### config.mk
export PLATFORM = sky130hd
export DESIGN_NAME = serial_adder
export DESIGN_NICKNAME = d
export VERILOG_FILES = /design/src/rtl/serial_adder_pkg.sv /design/src/rtl/serial_adder_full_adder.sv /design/src/rtl/serial_adder.sv
export SDC_FILE = /design/constraint.sdc
export NUM_CORES = 1
export LEC_CHECK = 0
export ABC_AREA = 1
export CAP_MARGIN = 20
export CORE_MARGIN = 2
export CORE_UTILIZATION = 49
export CTS_CLUSTER_DIAMETER = 80
export DETAILED_ROUTE_END_ITERATION = 16
export PLACE_DENSITY = 0.89
export SLEW_MARGIN = 25
export SYNTH_ARGS = -nofsm -noshare
export SYNTH_HDL_FRONTEND = slang
export SYNTH_HIERARCHICAL = 1
export SYNTH_SLANG_ARGS = --single-unit
### constraint.sdc
create_clock -name clk -period 1.6 [get_ports clk]
set_input_delay 0.16 -clock clk [delete_from_list [all_inputs] [get_ports clk]]
set_output_delay 0.16 -clock clk [all_outputs]
set_load 0.005 [all_outputs]
### src/rtl/serial_adder_pkg.sv
// Shared types and constants for the bit-serial adder: FSM states, counter sizing
// and reset values.
package serial_adder_pkg;

    typedef enum logic [1:0] {
        IDLE = 2'd0,
        RUN  = 2'd1,
        DONE = 2'd2
    } state_t;

    // Counter wide enough to index WIDTH bit positions (WIDTH >= 2).
    function automatic int cnt_width(input int width);
        return (width < 2) ? 1 : $clog2(width);
    endfunction

    localparam logic RST_BUSY  = 1'b0;
    localparam logic RST_DONE  = 1'b0;
    localparam logic RST_COUT  = 1'b0;
    localparam logic RST_CARRY = 1'b0;

endpackage

### src/rtl/serial_adder_full_adder.sv
// One-bit full-adder cell, the only arithmetic element of the serial adder.
module full_adder (
    input  logic a,
    input  logic b,
    input  logic cin,
    output logic s,
    output logic cout
);

    logic w_p;

    assign w_p  = a ^ b;
    assign s    = w_p ^ cin;
    assign cout = (a & b) | (cin & w_p);

endmodule

### src/rtl/serial_adder.sv
// Bit-serial ripple adder: one full-adder cell and a carry flop produce the sum LSB
// first over WIDTH cycles. Define SERIAL_ADDER_SUB_EN to add the 'sub' port (a - b).
module serial_adder
    import serial_adder_pkg::*;
#(
    parameter int WIDTH = 8
) (
    input  logic             clk,
    input  logic             rst,
    input  logic             start,
    input  logic [WIDTH-1:0] a,
    input  logic [WIDTH-1:0] b,
    input  logic             cin,
`ifdef SERIAL_ADDER_SUB_EN
    input  logic             sub,
`endif
    output logic             busy,
    output logic             done,
    output logic [WIDTH-1:0] sum,
    output logic             cout
);

    localparam int               CNT_W = cnt_width(WIDTH);
    localparam logic [CNT_W-1:0] LAST  = CNT_W'(WIDTH - 1);

    state_t           r_state;
    logic [WIDTH-1:0] r_a;
    logic [WIDTH-1:0] r_b;
    logic [WIDTH-1:0] r_sum;
    logic [CNT_W-1:0] r_cnt;
    logic             r_carry;
    logic             r_cout;
    logic             r_busy;
    logic             r_done;

    logic [WIDTH-1:0] w_b_load;
    logic             w_c_load;
    logic             w_s;
    logic             w_co;

`ifdef SERIAL_ADDER_SUB_EN
    // Subtraction is two's complement: invert B and force the initial carry.
    assign w_b_load = sub ? ~b : b;
    assign w_c_load = sub ? 1'b1 : cin;
`else
    assign w_b_load = b;
    assign w_c_load = cin;
`endif

    full_adder u_cell (
        .a    (r_a[0]),
        .b    (r_b[0]),
        .cin  (r_carry),
        .s    (w_s),
        .cout (w_co)
    );

    always_ff @(posedge clk) begin
        if (rst) begin
            r_state <= IDLE;
            r_a     <= '0;
            r_b     <= '0;
            r_sum   <= '0;
            r_cnt   <= '0;
            r_carry <= RST_CARRY;
            r_cout  <= RST_COUT;
            r_busy  <= RST_BUSY;
            r_done  <= RST_DONE;
        end else begin
            case (r_state)
                IDLE: begin
                    r_done <= 1'b0;
                    if (start) begin
                        r_a     <= a;
                        r_b     <= w_b_load;
                        r_carry <= w_c_load;
                        r_cnt   <= '0;
                        r_sum   <= '0;
                        r_cout  <= 1'b0;
                        r_busy  <= 1'b1;
                        r_state <= RUN;
                    end
                end
                RUN: begin
                    // New bit enters at the MSB so the LSB result ends up in sum[0].
                    r_sum   <= {w_s, r_sum[WIDTH-1:1]};
                    r_carry <= w_co;
                    r_a     <= r_a >> 1;
                    r_b     <= r_b >> 1;
                    r_cnt   <= r_cnt + CNT_W'(1);
                    if (r_cnt == LAST) begin
                        r_cout  <= w_co;
                        r_done  <= 1'b1;
                        r_state <= DONE;
                    end
                end
                DONE: begin
                    r_done  <= 1'b0;
                    r_busy  <= 1'b0;
                    r_state <= IDLE;
                end
                default: begin
                    r_done  <= 1'b0;
                    r_busy  <= 1'b0;
                    r_state <= IDLE;
                end
            endcase
        end
    end

    assign busy = r_busy;
    assign done = r_done;
    assign sum  = r_sum;
    assign cout = r_cout;

endmodule

; ---- Yosys cells after proc, flatten, opt, wreduce, memory -nomap -nowiden
; Cells that the tools add are included.
[classes]
n_eq_ne = 4
n_addsub = 1
n_reduce_logical = 7
muxes = 18
bitwise_logic = 6
[ops]
columns = operator, count
row1 = 8-bit case mux with 2 select lines, 3
row2 = 8-bit 2-to-1 mux, 3
row3 = 1-bit case mux with 2 select lines, 3
row4 = 3-bit case mux with 2 select lines, 1
row5 = 2-bit AND reduction, 3
row6 = 1-bit 2-to-1 mux, 4
row7 = 2-bit 2-to-1 mux, 2
row8 = "2-bit != test, second input constant", 2
row9 = 2-bit case mux with 2 select lines, 1
row10 = "3-bit by 1-bit adder with 3-bit output, second input constant", 1
row11 = "3-bit == test, second input constant", 1
row12 = 3-bit 2-to-1 mux, 1
row13 = 3-bit AND reduction, 1
row14 = 1-bit AND, 2
row15 = "2-bit by 1-bit == test with 1-bit output, second input constant", 1
row16 = 2-bit zero test, 1
row17 = 2-bit nonzero test, 1
row18 = 2-bit OR reduction, 1
row19 = 1-bit XOR, 2
row20 = 1-bit inverter, 1
row21 = 1-bit OR, 1
[totals]
ff_bits = 33

; ---- Depth between registers and ports, before layout
[logic_depth]
word_depth = 5
mapped_depth = 7
mapped_depth_nobuf = 7

; ---- Hierarchy
; The synthesis kept the hierarchy.
[modules_own_cells]
columns = module, cells_each, area_each_um2, n_inst, seq_area_each_um2
row1 = serial_adder, 194, 1361.3, 1, 660.6
row2 = full_adder, 1, 20.0, 1, 0.0

; ---- Worst setup path before layout
; Ideal clock, no wire load.
[synth_path]
path_kind = register to register
from = register r_cnt[0]
to = register r_cout (netlist: cout)
stages_incl_launch_ff = 7
setup_ps = 115
n_path_buf = 0
path_slack_ps = 470
required_ps = 1485
t_arrival_ps = 1015
path_cell_list = dfxtp_1 -> ha_1 -> ha_1 -> inv_1 -> nand3_1 -> a21oi_1 -> nor2_1
[synth_via]
elab_chain_cells = 3
[synth_rtl]
columns = item, line
row1 = start: declaration, serial_adder.sv:30  ; logic [CNT_W-1:0] r_cnt;
row2 = start signal: assignment, serial_adder.sv:90  ; r_cnt <= r_cnt + CNT_W'(1);
row3 = 3-bit == test, serial_adder.sv:91  ; if (r_cnt == LAST) begin
row4 = 2-bit != test (no source line), -
row5 = 3-bit AND reduction (no source line), -
row6 = end signal: assignment, serial_adder.sv:92  ; r_cout <= w_co;
row7 = end: declaration, serial_adder.sv:32  ; logic r_cout;
; Every way passes these cells.
; A chain may end at the register's enable or synchronous reset.

; ---- Worst setup path in the final report
[layout_path]
from = register r_sum[7] (netlist: sum[7])
to = output sum[7]
[layout_lines]
columns = item, line
row1 = start: declaration, serial_adder.sv:29  ; logic [WIDTH-1:0] r_sum;
row2 = start signal: assignment, serial_adder.sv:86  ; r_sum <= {w_s, r_sum[WIDTH-1:1]};
row3 = end: declaration, serial_adder.sv:19  ; output logic [WIDTH-1:0] sum,
; No word-level cell between the ends.

==> impl_metrics.ini <==
[synthesis]
synth-seq-cells = 33
synth_top_family_by_area = simple AND/OR/NAND/NOR gates
avgSynthCellArea_um2 = 7.084
synthXorXnorAreaFrac = 0
synth_edf_count = 0
ys_seq_area_frac = 0.4783
synth_warnings = 6
synth_top_area_frac = 0.4783
async_reset_ff_frac = 0
synth_fa_ha_area_frac = 0.03261
syn_area_um2 = 1381
synth_area_leaders = dfxtp_1, nand2_1, nor2_1, a21oi_1, o21ai_0
synth_fp_nets = 218
yosys.area_share.simple = 0.3188
synth_area_leader_cell = dfxtp_1
synth_cells = 195
netlist-cell-type-count = 16
synth_mux_area_frac = 0
synth_compound_area_frac = 0.1223
synth_ff_type = dfxtp_1

[floorplan]
core_region_area_um2 = 2710
dieArea_um2 = 3260
die_h_um = 57.10
start_util = 0.5097
rows = 19
die_x_um = 57.10
io_pins = 31

[final_layout]
post-route-util = 0.6634
num-fill-cells = 241
seq_area_um2 = 660.6
area_growth_pct = 30.16
layout.nets = 251
multiInputGateArea_um2 = 654.4
fin_cells = 260
drive_gt1_frac = 0.07860
antenna_cells = 0
fin_area_um2 = 1798

[sta]
setup_violations = 0
clock_skew_ps = 10.81
finalCritPeriodShare = 0.8777
setup_tns_ps = 0
setup_ws_ps = 195.6
period_minus_slack_ps = 1404
max_freq_mhz = 712.1
hold_ws_ps = 371.5
hold_violations = 0
slew_headroom = 0.7136
worst-slew-pin-transition_ps = 429.2
rsz0062_at_grt = no
slew_viol_final = 0

[clocking]
cts-hold-fix-buffers = 0
cts-resized-gates = 0
ctsRootBufferMaster = clkbuf_4
clk-insertion-delay-late_ps = 340
cts_setup_buffers = 0
cts_max_level = 2
cts_tree = built
clk_path_buf_depth = 2
clock_sinks = 33
numCtsBuffers = 5
path_clk_slew_ps = 110

[hold_path]
holdPathEnd = r_b[7]
hp-class = in -> reg
min_from = b[7]
min_path_cells = 3

[critical_path]
crit_chain = clkdlybuf4s50_1
crit_path_max_fanout = 3
crit_required_ps = 1440
worstSetupPathType = reg -> out
crit_path_end_kind = output pin
regToRegSetupSlack_ps = 350
arrival_ps = 1240
critPathBufInv = 1
setup.worst_path.start_class = register
crit_path_max_incr_delay_ps = 520
reg2reg_depth = 6
reg2reg_to = cout
crit_family = buffers and inverters
slowest_stage = clkdlybuf4s50_1
timing.rr.start = r_cnt[0]

[drt]
num_vias = 1290
antenna_left = 0
routed_via_density = 4.962
routed_wl_um = 2828
drt_iter0_drc = 46
first_pass_iters = 4
drcViolationCount = 0
wl_per_cell_um = 10.88

[status]
status = finished, final reports clean

[place]
gp_congestion = 0.7340
placed_area_um2 = 1728
dpl.hpwl_um = 1892
dp_slack_ps = 256.8
numPortBuffers = 30
place_inst = 252

[pwr]
pwr_density_cell_nw_per_um2 = 952.0
p_total_mw = 1.712
ir_worst_vdd_v = 0.0008576
power_leakage_nw = 0.7632

[global_routing]
grt_max_degree = 28
grt_usage = 0.1954
globalRoute.totalOverflow = 0
antenna_found_initial = 0
grt_pass1_vias = 1178
grt_first_pass_wirelength_um = 4988

[flow_run]
cap_violations = 0
[cell families (layout without fill, tap and decap cells)]
logic type               count (synthesis)  after routing
AND/OR/NAND/NOR                        113            113
AO/OA/AOI/OAI                           33             33
flip-flops                              33             33
buffers and inverters                   13             47
adder cells (fa/ha/maj)                  3              3
[power by group]
part,switching (mW),internal [mW],leakage [nW]
logic,0.136,0.130,0.451
clock network,0.287,0.255,0.0413
registers,0.0310,0.872,0.271
[synthesized netlist by cell type, types with 2 or more instances]
library cell  count
nand3_1           3
inv_1             3
dfxtp_1          33
nand2_1          72
nand2_2           2
o21ai_0          16
buf_2             2
buf_4             4
a21oi_1          16
clkbuf_1          2
nor2_1           35
ha_1              2
inv_2             2
[layout by cell type (no fill, tap or decap)]
cell type        instances
dfxtp_1                 33
o21ai_2                  1
buf_4                    2
nor2_4                   1
ha_1                     2
nor2_1                  35
clkbuf_4                 5
clkinv_2                 1
inv_1                    3
inv_2                    2
o21ai_0                 16
nand2_2                  2
buf_12                   2
clkdlybuf4s50_1         30
fa_1                     1
nand2_1                 72
nand3_1                  3
clkbuf_8                 2
a21oi_1                 16
[area by class of cell]
cell class,count,area share
sequential,33,0.3674
multi-input combinational,149,0.3640
timing repair buffer,34,0.1976
clock buffer,7,0.03619
tap,31,0.02157
inverter,5,0.01044
clock inverter,1,0.002784
[sequential cells by signal (all words and copies together), names as in the netlist]
signal / count
busy: 1
cout: 1
done: 1
r_a: 8
r_b: 8
r_carry: 1
r_cnt: 3
r_state: 2
sum: 8
[how the worst max path moves through the flow]
stage	startpoint	to	depth (start not counted)
final	sum[7]	sum[7]	1
after global routing	sum[7]	sum[7]	1
after CTS	sum[7]	sum[7]	1
after detailed placement	start	cout	6
after global placement	start	cout	6
after floorplan	r_cnt[0]	cout	6
[layer usage]
layer  up-vias  global-route usage  routed length [um]
met5         -                   0                   0
met2        19              0.3054                1284
met4         0             0.06312                  23
li1        684                   -                   -
met1       584              0.2594                1387
met3         3             0.06122                 132
Power figures use the tool's default switching activity.
==> RTL change 1 (config.mk and constraints unchanged) <==
Register the output `done` once more, without a reset; this adds one clock of latency there. The other outputs are not delayed to match.
--- a/src/rtl/serial_adder.sv
+++ b/src/rtl/serial_adder.sv
@@ -109,7 +109,9 @@
     end
 
     assign busy = r_busy;
-    assign done = r_done;
+    always_ff @(posedge clk) begin
+        done <= r_done;
+    end
     assign sum  = r_sum;
     assign cout = r_cout;
 
Formal check against the unedited RTL: not equivalent (Yosys sat finds a counterexample within 10 cycles, from zero or initial values and one cycle with rst high).
==> RTL change 1 against the unedited design <==
Total power fell by 1.1%; routed wire length shrank 3.1%; critical path depth did not move; synthesized cell count up 0.51%; area after synthesis up 1.4%; worst hold slack got worse by 0.014 ns; cell count rose by 1.2%; sequential cell count increased by 1; design area grew 0.21%; largest cell class unchanged; worst setup slack got worse by 0.0029 ns; non-clock buffer count rose by 2.
==> RTL change 1: results (changes against the unedited design) <==
Layout
  – Layout Cells excl Fill: 263 (+1.2%)
  – Final nets: 254 (+1.2%)
  – Storage cell area: 681 sq um (+3.0%)
  – Layout cells sized above 1: 8.62% (+0.76 points)
  – Fill cells: 229 (-5.0%)

Critical path
  – Worst EP arrival: 1.25 ns
  – Worst Setup SP: cout$_SDFFE_PP0P_
  – Worst Reg2Reg Path Length in Cells: 7 (+1)
  – Worst path slowest cell: clkdlybuf4s50_1
  – Setup slack, reg-to-reg: 0.36 ns
  – CP max FO: 2 (-1)
  – Critical R2R Capture: r_b[5]$_SDFFE_PP0P_
  – CP delay by family, top: buffers and inverters
  – Worst R2R Start: r_state[0]$_SDFFE_PP0P_
  – Crit path capture: cout

STA
  – Slew Limit Headroom: 69.5% (-1.9 points)
  – Final period util: 88.0% (+0.18 points)
  – Hold WS: 0.358 ns (-0.0140 ns)
  – Setup Skew: 0.0109 ns (+0.000136 ns)

Global routing
  – Largest net degree at the start of global routing: 19 (-32%)
  – First-pass GRT wire length: 4690 um (-6.1%)
  – Number of global-route vias before repair: 1128 (-4.2%)
  – Total GRT Usage: 18.9% (-0.65 points)

Placed design
  – Place WS: 0.231 ns (-0.0256 ns)
  – Placed cell area: 1740 sq um (+0.58%)
  – Post-DP HPWL: 1910 um (+1.1%)
  – RD Place Congestion: 0.769 (+4.7%)

Clock tree
  – H-tree depth: 2 (unchanged)
  – CTS Root Cell: clkbuf_4
  – Setup Buffers After CTS: 0 (unchanged)

Hold path
  – Hold Path Sink: r_b[7]$_SDFFE_PP0P_
  – Worst Hold Class: input port to flip-flop

Yosys
  – Synth top cells by count: nand2_1, nor2_1, dfxtp_1
  – Number of warnings issued by yosys: 6 (unchanged)
  – Top FF cell, synth: dfxtp_1
  – Synth top area cells: dfxtp_1, nand2_1, nor2_1
  – Syn nets: 219 (+0.46%)
  – Sequential element share of the synthesized area: 48.6% (+0.75 points)
  – Ys async rst share: 0% (unchanged)
  – Mean Syn Cell Area: 7.15 sq um (+0.93%)

Power and ir drop
  – Power per Cell Area: 940 nW/um^2 (-1.3%)
  – Sw frac: 27.2% (+0.61 points)
  – Comb power frac: 15.3% (-0.3 points)
  – Clk. pwr: 0.506 mW (-6.6%)
  – Static Leak: 0.767 nW (+0.43%)
  – VDD IR max: 0.000829 V (-3.3%)

Detailed routing
  – DRT Wirelength: 2740 um (-3.1%)
  – Drt pass-1 iters: 4 (unchanged)
  – DRT iter0 DRCs: 37 (-20%)
  – Via count: 1288 (-0.16%)

Run status
  – Status: complete, no violations
[RTL change 1: layer usage]
| layer | track usage (%) | up-vias | wire length, um |
|---|---|---|---|
| li1 | - | 686 | - |
| met4 | 12.0 | 0 | 74 |
| met5 | 0 | - | 0 |
| met2 | 28.9 | 29 | 1250 |
| met1 | 22.4 | 565 | 1270 |
| met3 | 6.80 | 8 | 143 |
[RTL change 1: logic make-up (layout without fill, tap and decap cells)]
| logic type | count (synthesis) | after routing | synth area share (%) |
|---|---|---|---|
| buffers and inverters | 13 | 49 | 4.73 |
| AND/OR/NAND/NOR | 113 | 113 | 31.4 |
| AO/OA/AOI/OAI | 33 | 33 | 12.1 |
| flip-flops | 34 | 34 | 48.6 |
| adder cells (fa/ha/maj) | 3 | 3 | 3.21 |
[RTL change 1: cell type report]
type	instances	area share, %
multi-input combinational	149	36.3
timing repair buffer	36	19.2
sequential	34	37.8
clock inverter	2	0.694
inverter	5	1.04
clock buffer	6	2.85
tap	31	2.15
==> RTL change 2 (same settings) <==
Made on the original files. Change the parameter `WIDTH` from 8 to 7.
--- a/src/rtl/serial_adder.sv
+++ b/src/rtl/serial_adder.sv
@@ -3,7 +3,7 @@
 module serial_adder
     import serial_adder_pkg::*;
 #(
-    parameter int WIDTH = 8
+    parameter int WIDTH = 7
 ) (
     input  logic             clk,
     input  logic             rst,
Ports: changed (resized a, b and sum); port bits go from 31 to 28. The function was not compared with the original's and may differ.
==> RTL change 2 against the unedited design <==
Synthesized cell count is 8.7% lower; via count shrank 8.2%; area after synthesis down 6.9%; design area shrank 8.6%; global-route usage down 1.3 points; total power fell by 5.8%; register-to-register slack worse by 0.08 ns; worst setup slack better by 0.052 ns; sequential cell count down 3; combinational power is 9.8% lower; routed wire length decreased by 8.9%; critical path type unchanged; largest cell class is now multi-input gates; highest routed layer unchanged.
==> RTL change 2: results (changes against the unedited design) <==
STA
  – Setup Skew: 0.00913 ns (-0.00168 ns)
  – Slew Limit Headroom: 81.3% (+10 points)

Placed design
  – RD Place Congestion: 0.790 (+7.6%)
  – IO Port Bufs: 27 (-10%)
  – Place WS: 0.286 ns (+0.0291 ns)

Layout
  – Fill cells: 211 (-12%)
  – Final nets: 229 (-8.8%)
  – Finished Cell Area: 1640 sq um (-8.6%)
  – Layout cells sized above 1: 9.09% (+1.2 points)

Global routing
  – First-pass GRT wire length: 4460 um (-11%)
  – Total GRT Usage: 18.2% (-1.3 points)
  – Global-route met1 utilization: 24.0% (-1.9 points)
  – Number of global-route vias before repair: 1045 (-11%)
  – Largest net degree at the start of global routing: 19 (-32%)
  – Met3 Use GR: 5.15% (-0.97 points)
  – Met2 usage: 28.1% (-2.5 points)

Critical path
  – Worst EP arrival: 1.19 ns (-0.05 ns)
  – Largest stage delay, worst path: 0.51 ns

Detailed routing
  – Via count: 1184 (-8.2%)
  – DRT iter0 DRCs: 29 (-37%)
  – Routed len/inst: 10.8 um (-0.87%)

Hold path
  – Worst Hold Class: input port to flip-flop

Yosys
  – Distinct cells, synth: 19 (+3)
  – Synth top cells by count: nand2_1, dfxtp_1, nor2_1
  – Sequential element share of the synthesized area: 46.7% (-1.1 points)
  – Synth top area cells: dfxtp_1, nand2_1, nor2_1

Clock tree
  – Clock insertion delay at the later pin of the skew report: 0.32 ns (-0.02 ns)
  – H-tree depth: 2 (unchanged)
  – Clock slew at reported path FFs: 0.09 ns (-0.02 ns)

Power and ir drop
  – Static Leak: 0.700 nW (-8.3%)
  – VDD IR max: 0.000846 V (-1.3%)

Run status
  – Status: complete, no violations
-- RTL change 2: cell families after synthesis --
family                   count (synthesis)  share of synthesized area [%]
buffers and inverters                   13                           6.03
AND/OR/NAND/NOR                        101                           31.4
AO/OA/AOI/OAI                           31                           12.4
adder cells (fa/ha/maj)                  3                           3.50
flip-flops                              30                           46.7
-- RTL change 2: per-stage QoR --
stage               power [mW]  hold slack [ns]  cells
floorplan                0.991            0.229    178
global placement          1.07            0.452    231
detailed placement        1.08            0.455    231
CTS                       1.63            0.378    239
global route              1.70            0.406    239
finish                    1.61            0.384    239
-- RTL change 2: final cells by class --
type | count | share of cell area (%)
clock buffers | 8 | 4.79
repair buffers | 31 | 18.3
flip-flops and latches | 30 | 36.5
inverters | 5 | 1.14
multi-input cells | 135 | 37.0
well taps | 30 | 2.28
-- RTL change 2: worst paths after layout --
path / from / end / slack [ns] / depth (start not counted)
setup reg to reg: r_state[0]$_SDFFE_PP0P_ / r_b[0]$_SDFFE_PP0P_ / 0.27 / 7
hold reg to reg: sum[0]$_SDFFE_PP0P_ / sum[0]$_SDFFE_PP0P_ / 0.46 / 2
setup / recovery: sum[5]$_SDFFE_PP0P_ / sum[5] / 0.25 / 1
hold / removal: b[6] / r_b[6]$_SDFFE_PP0P_ / 0.38 / 3
-- RTL change 2: routing by layer --
| metal | wire length (um) | share of wire (%) |
|---|---|---|
| met3 | 156 | 6.1 |
| met4 | 30 | 1.2 |
| met1 | 1210 | 47 |
| met2 | 1180 | 46 |
| met5 | 0 | 0 |
-- RTL change 2: report_power, final --
| part | internal, mW | switching (mW) |
|---|---|---|
| Clock | 0.300 | 0.252 |
| Sequential | 0.792 | 0.0287 |
| Combinational | 0.113 | 0.127 |
| Total | 1.21 | 0.407 |
